File: src/rtl/bresp_demux_1to2.sv
// B-channel demux for the 2:1 write mux: routes slave responses by BID MSB into a
// one-entry slot per master, tracks outstanding writes and drops stray responses.

module bresp_demux_slot #(
  parameter int ID_W    = 4,
  parameter int MAX_OUT = 8,
  parameter int CNT_W   = 4
) (
  input  logic            aclk,
  input  logic            areset,
  input  logic            aw_acc,
  input  logic            load,
  input  logic [ID_W-1:0] bid_in,
  input  logic [1:0]      bresp_in,
  input  logic            bready,
  output logic [ID_W-1:0] bid,
  output logic [1:0]      bresp,
  output logic            bvalid,
  output logic            aw_full,
  output logic            avail
);

  logic [CNT_W-1:0] cnt, cnt_nxt;
  logic             hs;

  assign hs = bvalid & bready;
  // Outstanding writes not already represented by the response sitting in the slot.
  assign avail = cnt > CNT_W'(bvalid);

  always_comb begin
    cnt_nxt = cnt;
    if (aw_acc && !hs && cnt != CNT_W'(MAX_OUT)) cnt_nxt = cnt + CNT_W'(1);
    else if (hs && !aw_acc)                      cnt_nxt = cnt - CNT_W'(1);
  end

  always_ff @(posedge aclk or negedge areset) begin
    if (!areset) begin
      bvalid  <= 1'b0;
      bid     <= '0;
      bresp   <= '0;
      cnt     <= '0;
      aw_full <= 1'b0;
    end else begin
      cnt     <= cnt_nxt;
      aw_full <= (cnt_nxt == CNT_W'(MAX_OUT));
      if (load) begin
        bvalid <= 1'b1;
        bid    <= bid_in;
        bresp  <= bresp_in;
      end else if (hs) begin
        bvalid <= 1'b0;
      end
    end
  end

endmodule

module bresp_demux_1to2 #(
  parameter int ID_W    = 4,
  parameter int MAX_OUT = 8,
  parameter int CNT_W   = 4
) (
  input  logic            aclk,
  input  logic            areset,
  input  logic            aw_acc_m1,
  input  logic            aw_acc_m2,
  input  logic [ID_W:0]   bid_s,
  input  logic [1:0]      bresp_s,
  input  logic            bvalid_s,
  output logic            bready_s,
  output logic [ID_W-1:0] bid_m1,
  output logic [ID_W-1:0] bid_m2,
  output logic [1:0]      bresp_m1,
  output logic [1:0]      bresp_m2,
  output logic            bvalid_m1,
  output logic            bvalid_m2,
  input  logic            bready_m1,
  input  logic            bready_m2,
  output logic            aw_full_m1,
  output logic            aw_full_m2,
  output logic            stray_resp
);

  logic                      tgt, take;
  logic [1:0]                vld, rdy, acc, load, avail, full;
  logic [1:0][ID_W-1:0]      bid_o;
  logic [1:0][1:0]           rsp_o;

  assign tgt = bid_s[ID_W];
  assign rdy = {bready_m2, bready_m1};
  assign acc = {aw_acc_m2, aw_acc_m1};

  // Ready does not wait on bvalid_s; a draining slot may be refilled in the same cycle.
  assign bready_s = ~vld[tgt] | rdy[tgt];
  assign take     = bvalid_s & bready_s;

  for (genvar g = 0; g < 2; g++) begin : g_slot
    assign load[g] = take & (tgt == 1'(g)) & avail[g];
    bresp_demux_slot #(.ID_W(ID_W), .MAX_OUT(MAX_OUT), .CNT_W(CNT_W)) u_slot (
      .aclk    (aclk),
      .areset  (areset),
      .aw_acc  (acc[g]),
      .load    (load[g]),
      .bid_in  (bid_s[ID_W-1:0]),
      .bresp_in(bresp_s),
      .bready  (rdy[g]),
      .bid     (bid_o[g]),
      .bresp   (rsp_o[g]),
      .bvalid  (vld[g]),
      .aw_full (full[g]),
      .avail   (avail[g])
    );
  end

  always_ff @(posedge aclk or negedge areset) begin
    if (!areset) stray_resp <= 1'b0;
    else         stray_resp <= take & ~avail[tgt];
  end

  assign bid_m1     = bid_o[0];
  assign bid_m2     = bid_o[1];
  assign bresp_m1   = rsp_o[0];
  assign bresp_m2   = rsp_o[1];
  assign bvalid_m1  = vld[0];
  assign bvalid_m2  = vld[1];
  assign aw_full_m1 = full[0];
  assign aw_full_m2 = full[1];

endmodule
File: config.mk
export PLATFORM = sky130hd
export DESIGN_NAME = bresp_demux_1to2
export DESIGN_NICKNAME = d
export VERILOG_FILES = /design/src/rtl/bresp_demux_1to2.sv
export SDC_FILE = /design/constraint.sdc
export NUM_CORES = 1
export LEC_CHECK = 0
export ABC_CLOCK_PERIOD_IN_PS = 1700
export CORE_MARGIN = 2
export CORE_UTILIZATION = 44
export CTS_CLUSTER_DIAMETER = 60
export DETAILED_ROUTE_END_ITERATION = 8
export PLACE_DENSITY = 0.79
export SLEW_MARGIN = 20
export SYNTH_ARGS = -nofsm -noshare
export SYNTH_HDL_FRONTEND = slang
export SYNTH_SLANG_ARGS = --single-unit
File: constraint.sdc
create_clock -name aclk -period 1.7 [get_ports aclk]
set_input_delay 0.34 -clock aclk [delete_from_list [all_inputs] [get_ports aclk]]
set_output_delay 0.34 -clock aclk [all_outputs]
set_load 0.005 [all_outputs]
==> summary.txt, run 1 <==
period utilization: 107.0%
CP max FO: 4
crit path launch type: flip-flop
Worst R2R End: g_slot[1].u_slot.bid[0]
setup TNS: -0.7270 ns
Seq/Total Area, Yosys: 47.94%
largest net degree at the start of global routing: 26
CTS Root Cell: clkbuf_4
DR pass1 iterations: 4
Vias: 1,148
Register Area: 628.1 sq um
Clk pin slew, worst setup/hold paths: 0.13 ns
critical path class: flip-flop to flip-flop
Placed Cells: 191
die width: 58.46 um
row count: 19
RSZ-0062 raised after global routing: yes
Post-synth ARST share: 100.0%
Top FF cell, synth: dfrtp_1
CTS tree: yes
Post-DP Area: 1817 sq um
non-filler cells, final: 205
maxcap violations: 0
die footprint: 3418 sq um
post-synth top area share: 47.94%
layout cell share with drive strength beyond 1: 43.10%
Synth cell types: 37
Core ar.: 2781 sq um
number of flops mapped to enable cells by yosys: 0
Cells after Synth: 108
worst hold path class: primary input to async pin
cell area after synthesis: 1305 sq um
number of global-route vias before repair: 1,203
routed wire length: 3573 um
worst vdd ir: 0.001388 V
Crit path largest cell delay: 0.43 ns
Worst Setup SP: g_slot[1].u_slot.cnt[0]
worst r2r src: g_slot[1].u_slot.cnt[0]
H-tree Lvls: 1
CP dominant cell by count: buf_6
internal reg-to-reg setup slack: -0.12 ns
Slew Viols, Final: 0
Initial Utilization: 46.92%
multi-input logic area: 825.8 sq um
clock latency at the later pin of the worst-skew pair: 0.31 ns
Cell Pwr Density: 1555 nW/um^2
total gr overflow: 0
cell with the most instances after synthesis: dfrtp_1
initial antenna violation count: 0
gr usage total: 20.62%
Rel. slew slack: 72.93%
hold_ws: 0.3746 ns
final worst-path setup slack: -0.1196 ns
leak pwr: 0.9893 nW
Die H: 58.46 um
RePlAce Congestion: 0.9919
failing checks: negative setup slack
Commonest cells post-synth: 25 x dfrtp_1, 12 x mux2_2, 6 x ha_1
CTS Sinks: 25
clock skew: 0.01180 ns
CP arrival: 2.02 ns
DRC: 0
number of I/O pins: 32
worst endpoint required time: 1.90 ns
status: finished with violations
mean post-synth cell area: 12.08 sq um
Final Cell Area: 2133 sq um
vias per cell: 5.600
#FFs+latches synth: 25
fin nets: 195
dpl hpwl: 2267 um
n_diodes: 0
Final min period: 1.820 ns
Filler Cell Count: 171
Routed WL per cell: 17.43 um
maximum clock rate: 549.6 MHz
CTS max path bufs: 2
Antenna Nets Post-Route: 0
leading post-synthesis cells by cell area: dfrtp_1 48%, mux2_2 10%, ha_1 5.8%, nand3b_1 2.3%, a311oi_1 2.0%
Final Hold Fails: 0
CTS Buf Count: 3
area leader, netlist: dfrtp_1
critical path endpoint: g_slot[1].u_slot.bid[0]
DRT iter0 DRCs: 32
critical path cell sequence: buf_6 > inv_6 > ha_4 > nor2_4 > nor4_4 > nand4b_1 > buf_6 > mux2_4
final setup vio count: 9
Buffers on Ports: 31
Crit-path slowest cell: dfrtp_1
Synth Warn #: 0
Area growth syn-to-layout: 63.47%
CP Capture Type: flip-flop
Tightest Pin Transition: 0.4061 ns
post-synth net total: 128
reg2reg path depth: 8
first-pass GRT wire length: 5388 um
[worst min path at each step]
stage / from / to / slack [ns] / cells past startpoint
4_1_cts: areset / g_slot[1].u_slot.bid[1] / 0.37 / 2
3_5_place_dp: g_slot[0].u_slot.bresp[0] / g_slot[0].u_slot.bresp[0] / 0.48 / 1
5_1_grt: areset / g_slot[0].u_slot.aw_full / 0.38 / 2
2_1_floorplan: areset / g_slot[0].u_slot.aw_full / 0.04 / 0
6_report: areset / g_slot[1].u_slot.bresp[1] / 0.37 / 2
3_3_place_gp: g_slot[0].u_slot.bresp[0] / g_slot[0].u_slot.bresp[0] / 0.48 / 1
[report_power, final]
group          internal [mW]  leakage [nW]  switching, mW  total, mW
Combinational           1.18         0.673          0.786       1.97
Clock                 0.0878        0.0177          0.166      0.253
Sequential             0.858         0.299          0.237       1.09
Total                   2.13         0.989           1.19       3.32
[state kept, by name, indices dropped and copies added (netlist names)]
name,count
g_slot.u_slot.aw_full,2
g_slot.u_slot.bvalid,2
stray_resp,1
g_slot.u_slot.bid,8
g_slot.u_slot.bresp,4
g_slot.u_slot.cnt,8
[layout by cell type, fill, tap and decap left out, types with 2 or more instances in the layout]
master	netlist	layout
nand4_1	2	2
nand2b_4	0	2
nor4_4	0	2
a21boi_0	3	3
inv_1	4	2
dfrtp_1	25	23
and4_1	3	3
nand4b_1	2	2
dlymetal6s2s_1	0	2
clkbuf_4	0	3
xnor2_1	3	3
buf_6	1	9
a22oi_1	2	2
buf_4	0	25
nand2_1	5	4
a21oi_1	5	4
nor2_4	0	2
ha_4	0	3
dfrtp_2	0	2
nor2b_1	2	2
clkdlybuf4s50_1	0	27
ha_1	6	2
nand3b_1	4	4
mux2_4	0	12
a311oi_1	3	2
[stage by stage]
stage	util, %	power (mW)	setup WS [ns]
floorplan	-	1.705	-0.02592
CTS	71.57	3.014	-0.08941
detailed placement	65.32	2.465	-0.3226
finish	76.70	3.316	-0.1196
global route	76.70	3.544	-0.1947
global placement	65.32	2.389	-0.3180
[cells by family after synthesis]
group	Yosys count	synth area share [%]
DFF	25	47.94
muxes	14	11.98
and+or+nand+nor	36	19.66
adders and majority gates	6	5.752
buffers and inverters	6	2.396
AOI/OAI and AO/OA	17	9.588
xor gates and xnor gates	4	2.685
[worst max-delay path: cells and delay by family, from the launching register on]
kind          cells  cell delay (ns)
buf+inv           3             0.38
simple gates      3             0.41
flops             1             0.43
fa+ha+maj         1             0.20
mux               1             0.29
[per-layer routing]
layer  vias up  routed length [um]  GRT usage, %
li1        540                   -             -
met1       570                1522         25.21
met2        34                1873         38.04
met3         4                 146         3.516
met4         0                  29         3.987
met5         -                   0             0
[layout make-up]
class,instances,share of cell area [%]
clock buffer,3,1.056
clock inverter,1,0.2346
inverter,4,0.9384
multi-input combinational,77,38.71
sequential,25,29.44
tap,31,1.818
timing repair buffer,64,27.80
[repair_timing]
action	CTS	global route
hold buffers	0	0
setup endpoints to repair	15	18
setup buffers	5	7
hold endpoints to repair	0	0
pin swaps	2	9
gates resized for setup	28	25
(Power assumes the default switching activity.)
==> run 2: changes to the inputs <==
Settings changed: ABC_AREA set to 1, CORE_UTILIZATION 44 to 45.
==> run 2 against run 1 <==
The flow now finishes without violations. Worst hold slack lost 0.016 ns. Sequential cell count is the same. Largest power group unchanged. First-iteration DRC count grew 28%. Maximum frequency grew 11%. Final area shrank 11%.
==> summary.txt, run 2 <==
status: finished clean (was finished with violations)
DR pass1 iterations: 6 (was 4)
CTS max path bufs: 2 (unchanged)
post-synth net total: 191 (was 128)
crit path launch type: flip-flop (unchanged)
maxcap violations: 0 (unchanged)
post-synth top area share: 43.71% (was 47.94%)
Initial Utilization: 47.27% (was 46.92%)
die width: 60.40 um (was 58.46 um)
Final min period: 1.640 ns (was 1.820 ns)
CTS Buf Count: 3 (unchanged)
clock latency at the later pin of the worst-skew pair: 0.32 ns (was 0.31 ns)
cell with the most instances after synthesis: nand2_1 (was dfrtp_1)
dpl ws: -0.2465 ns (was -0.3226 ns)
worst hold path class: primary input to async pin (unchanged)
Crit-path slowest cell: clkdlybuf4s50_1 (was dfrtp_1)
leak pwr: 0.9643 nW (was 0.9893 nW)
CP arrival: 1.30 ns (was 2.02 ns)
total gr overflow: 0 (unchanged)
DRC: 0 (unchanged)
Post-CTS Setup Bufs: 0 (was 5)
Crit path largest cell delay: 0.53 ns (was 0.43 ns)
Clk pin slew, worst setup/hold paths: 0.14 ns (was 0.13 ns)
clock skew: 0.01200 ns (was 0.01180 ns)
area leader, netlist: dfrtp_1 (unchanged)
Top FF cell, synth: dfrtp_1 (unchanged)
worst endpoint required time: 1.36 ns (was 1.90 ns)
multi-input logic area: 681.9 sq um (was 825.8 sq um)
period utilization: 96.47% (was 107.0%)
mean post-synth cell area: 8.371 sq um (was 12.08 sq um)
Post-CTS Resized: 2 (was 28)
Antenna Nets Post-Route: 0 (unchanged)
number of flops mapped to enable cells by yosys: 0 (unchanged)
final worst-path setup slack: 0.05996 ns (was -0.1196 ns)
CTS tree: yes (unchanged)
Filler Cell Count: 259 (was 171)
CP top delay family: buffers and inverters (was flip-flops)
WP buf/inv: 1 (was 3)
row count: 20 (was 19)
leading post-synthesis cells by cell area: dfrtp_1 44%, nand2_1 14%, o21ai_2 7.3%, inv_1 6.6%, ha_1 5.2% (was dfrtp_1 48%, mux2_2 10%, ha_1 5.8%, nand3b_1 2.3%, a311oi_1 2.0%)
Synth Warn #: 0 (unchanged)
H-tree Lvls: 1 (unchanged)
non-filler cells, final: 259 (was 205)
Placed Cells: 255 (was 191)
Power Total: 2.860 mW (was 3.316 mW)
maximum clock rate: 609.7 MHz (was 549.6 MHz)
initial antenna violation count: 0 (unchanged)
fin nets: 236 (was 195)
gr usage total: 16.16% (was 20.62%)
number of global-route vias before repair: 1,102 (was 1,203)
CP Capture Type: output port (was flip-flop)
dpl hpwl: 2067 um (was 2267 um)
Register Area: 625.6 sq um (was 628.1 sq um)
Buffers on Ports: 31 (unchanged)
critical path cell sequence: clkdlybuf4s50_1 (was buf_6 > inv_6 > ha_4 > nor2_4 > nor4_4 > nand4b_1 > buf_6 > mux2_4)
biggest regs: g_slot.u_slot.bid (8), g_slot.u_slot.cnt (8), g_slot.u_slot.bresp (4) (unchanged)
Die H: 60.40 um (was 58.46 um)
CTS Hold Bufs: 0 (unchanged)
RSZ-0062 raised after global routing: no (was yes)
Seq/Total Area, Yosys: 43.71% (was 47.94%)
Vias: 1,187 (was 1,148)
#FFs+latches synth: 25 (unchanged)
CP max FO: 4 (unchanged)
Cell Pwr Density: 1511 nW/um^2 (was 1555 nW/um^2)
Tightest Pin Transition: 0.3097 ns (was 0.4061 ns)
critical path class: flip-flop to output port (was flip-flop to flip-flop)
Final Cell Area: 1893 sq um (was 2133 sq um)
Post-synth ARST share: 100.0% (unchanged)
Synth cell types: 20 (was 37)
number of I/O pins: 32 (unchanged)
cell area after synthesis: 1431 sq um (was 1305 sq um)
layout cell share with drive strength beyond 1: 22.79% (was 43.10%)
leading cell type in the layout, fill and taps excluded: nand2_1 (was clkdlybuf4s50_1)
worst vdd ir: 0.0007564 V (was 0.001388 V)
n_diodes: 0 (unchanged)
first-pass GRT wire length: 4416 um (was 5388 um)
fin util: 62.52% (was 76.70%)
vias per cell: 4.583 (was 5.600)
Area growth syn-to-layout: 32.26% (was 63.47%)
most frequent cells in the layout: 54 x nand2_1, 29 x clkdlybuf4s50_1, 25 x inv_1, 25 x dfrtp_1, 14 x nand3_1 (was 27 x clkdlybuf4s50_1, 25 x buf_4, 23 x dfrtp_1, 12 x mux2_4, 9 x buf_6)
Rel. slew slack: 79.36% (was 72.93%)
final setup vio count: 0 (was 9)
RePlAce Congestion: 0.8224 (was 0.9919)
Post-DP Area: 1869 sq um (was 1817 sq um)
DRT iter0 DRCs: 41 (was 32)
Final Hold Fails: 0 (unchanged)
Commonest cells post-synth: 54 x nand2_1, 25 x dfrtp_1, 25 x inv_1 (was 25 x dfrtp_1, 12 x mux2_2, 6 x ha_1)
largest net degree at the start of global routing: 26 (unchanged)
die footprint: 3648 sq um (was 3418 sq um)
Core ar.: 3028 sq um (was 2781 sq um)
Routed WL per cell: 10.05 um (was 17.43 um)
CTS Sinks: 25 (unchanged)
Cells after Synth: 171 (was 108)
Slew Viols, Final: 0 (unchanged)
routed wire length: 2603 um (was 3573 um)
CTS Root Cell: clkbuf_4 (unchanged)
## run 2: cell count changes after synthesis, sizes merged, moves of 8 or more
cell,previous run,this run
nand2,6,60
inv,4,27
nand3,0,16
mux2,13,0
o21ai,0,12
nor2,3,11
## run 2: final cells by class
type                            count  area share, %
Clock inverter                      1         0.3966
Clock buffer                        3          1.190
Tap cell                           44          2.908
Multi-Input combinational cell    117          36.02
Inverter                           27          5.354
Timing Repair Buffer               42          21.08
Sequential cell                    25          33.05
## run 2: path summary, 6_finish.rpt
path	from	to	slack, ns	cells past startpoint
worst max-delay path	g_slot[1].u_slot.bvalid	bvalid_m2	0.06	1
worst min-delay path	areset	g_slot[0].u_slot.bid[3]	0.36	2
worst max register to register	g_slot[1].u_slot.bvalid	g_slot[1].u_slot.bid[3]	0.13	5
worst min register to register	g_slot[1].u_slot.bresp[0]	g_slot[1].u_slot.bresp[0]	0.51	2
max in group asynchronous	areset	g_slot[0].u_slot.bid[2]	1.10	2
min in group aclk	g_slot[1].u_slot.bresp[0]	g_slot[1].u_slot.bresp[0]	0.51	2
## run 2: power by group
part           total (mW)  leakage, nW  internal (mW)  switching, mW
Clock               0.265       0.0139         0.0899          0.176
Combinational        1.52        0.638          0.781          0.738
Sequential           1.08        0.312          0.855          0.221
Total                2.86        0.964           1.73           1.13
## run 2: stage by stage
step,hold slack [ns],TNS [ns]
5_1_grt,0.3838,0
3_5_place_dp,0.4752,-0.3025
2_1_floorplan,0.04441,0
4_1_cts,0.3659,0
3_3_place_gp,0.4768,-0.2519
6_report,0.3590,0
## run 2: kinds of logic (layout without fill, tap and decap cells)
logic type	count (synthesis)	count (layout)	share of synthesized area [%]
AOI/OAI and AO/OA	20	20	12.15
DFF	25	25	43.71
xor gates and xnor gates	2	2	1.224
and+or+nand+nor	89	89	29.02
buffers and inverters	29	73	8.654
adders and majority gates	6	6	5.245
## run 2: per-layer routing
layer / global-route usage [%] / vias to the layer above / routed length [um]
met5: 0 / - / 0
met4: 7.619 / 0 / 43
met3: 1.919 / 4 / 110
met2: 26.40 / 27 / 1098
met1: 21.55 / 533 / 1350
li1: - / 623 / -
==> run 3: changes to the inputs <==
Settings changed: CTS_BUF_LIST set to sky130_fd_sc_hd__clkbuf_4 sky130_fd_sc_hd__clkbuf_8.
==> results of run 3 <==
The final DEF is identical to that of run 2; final timing and power are the same.
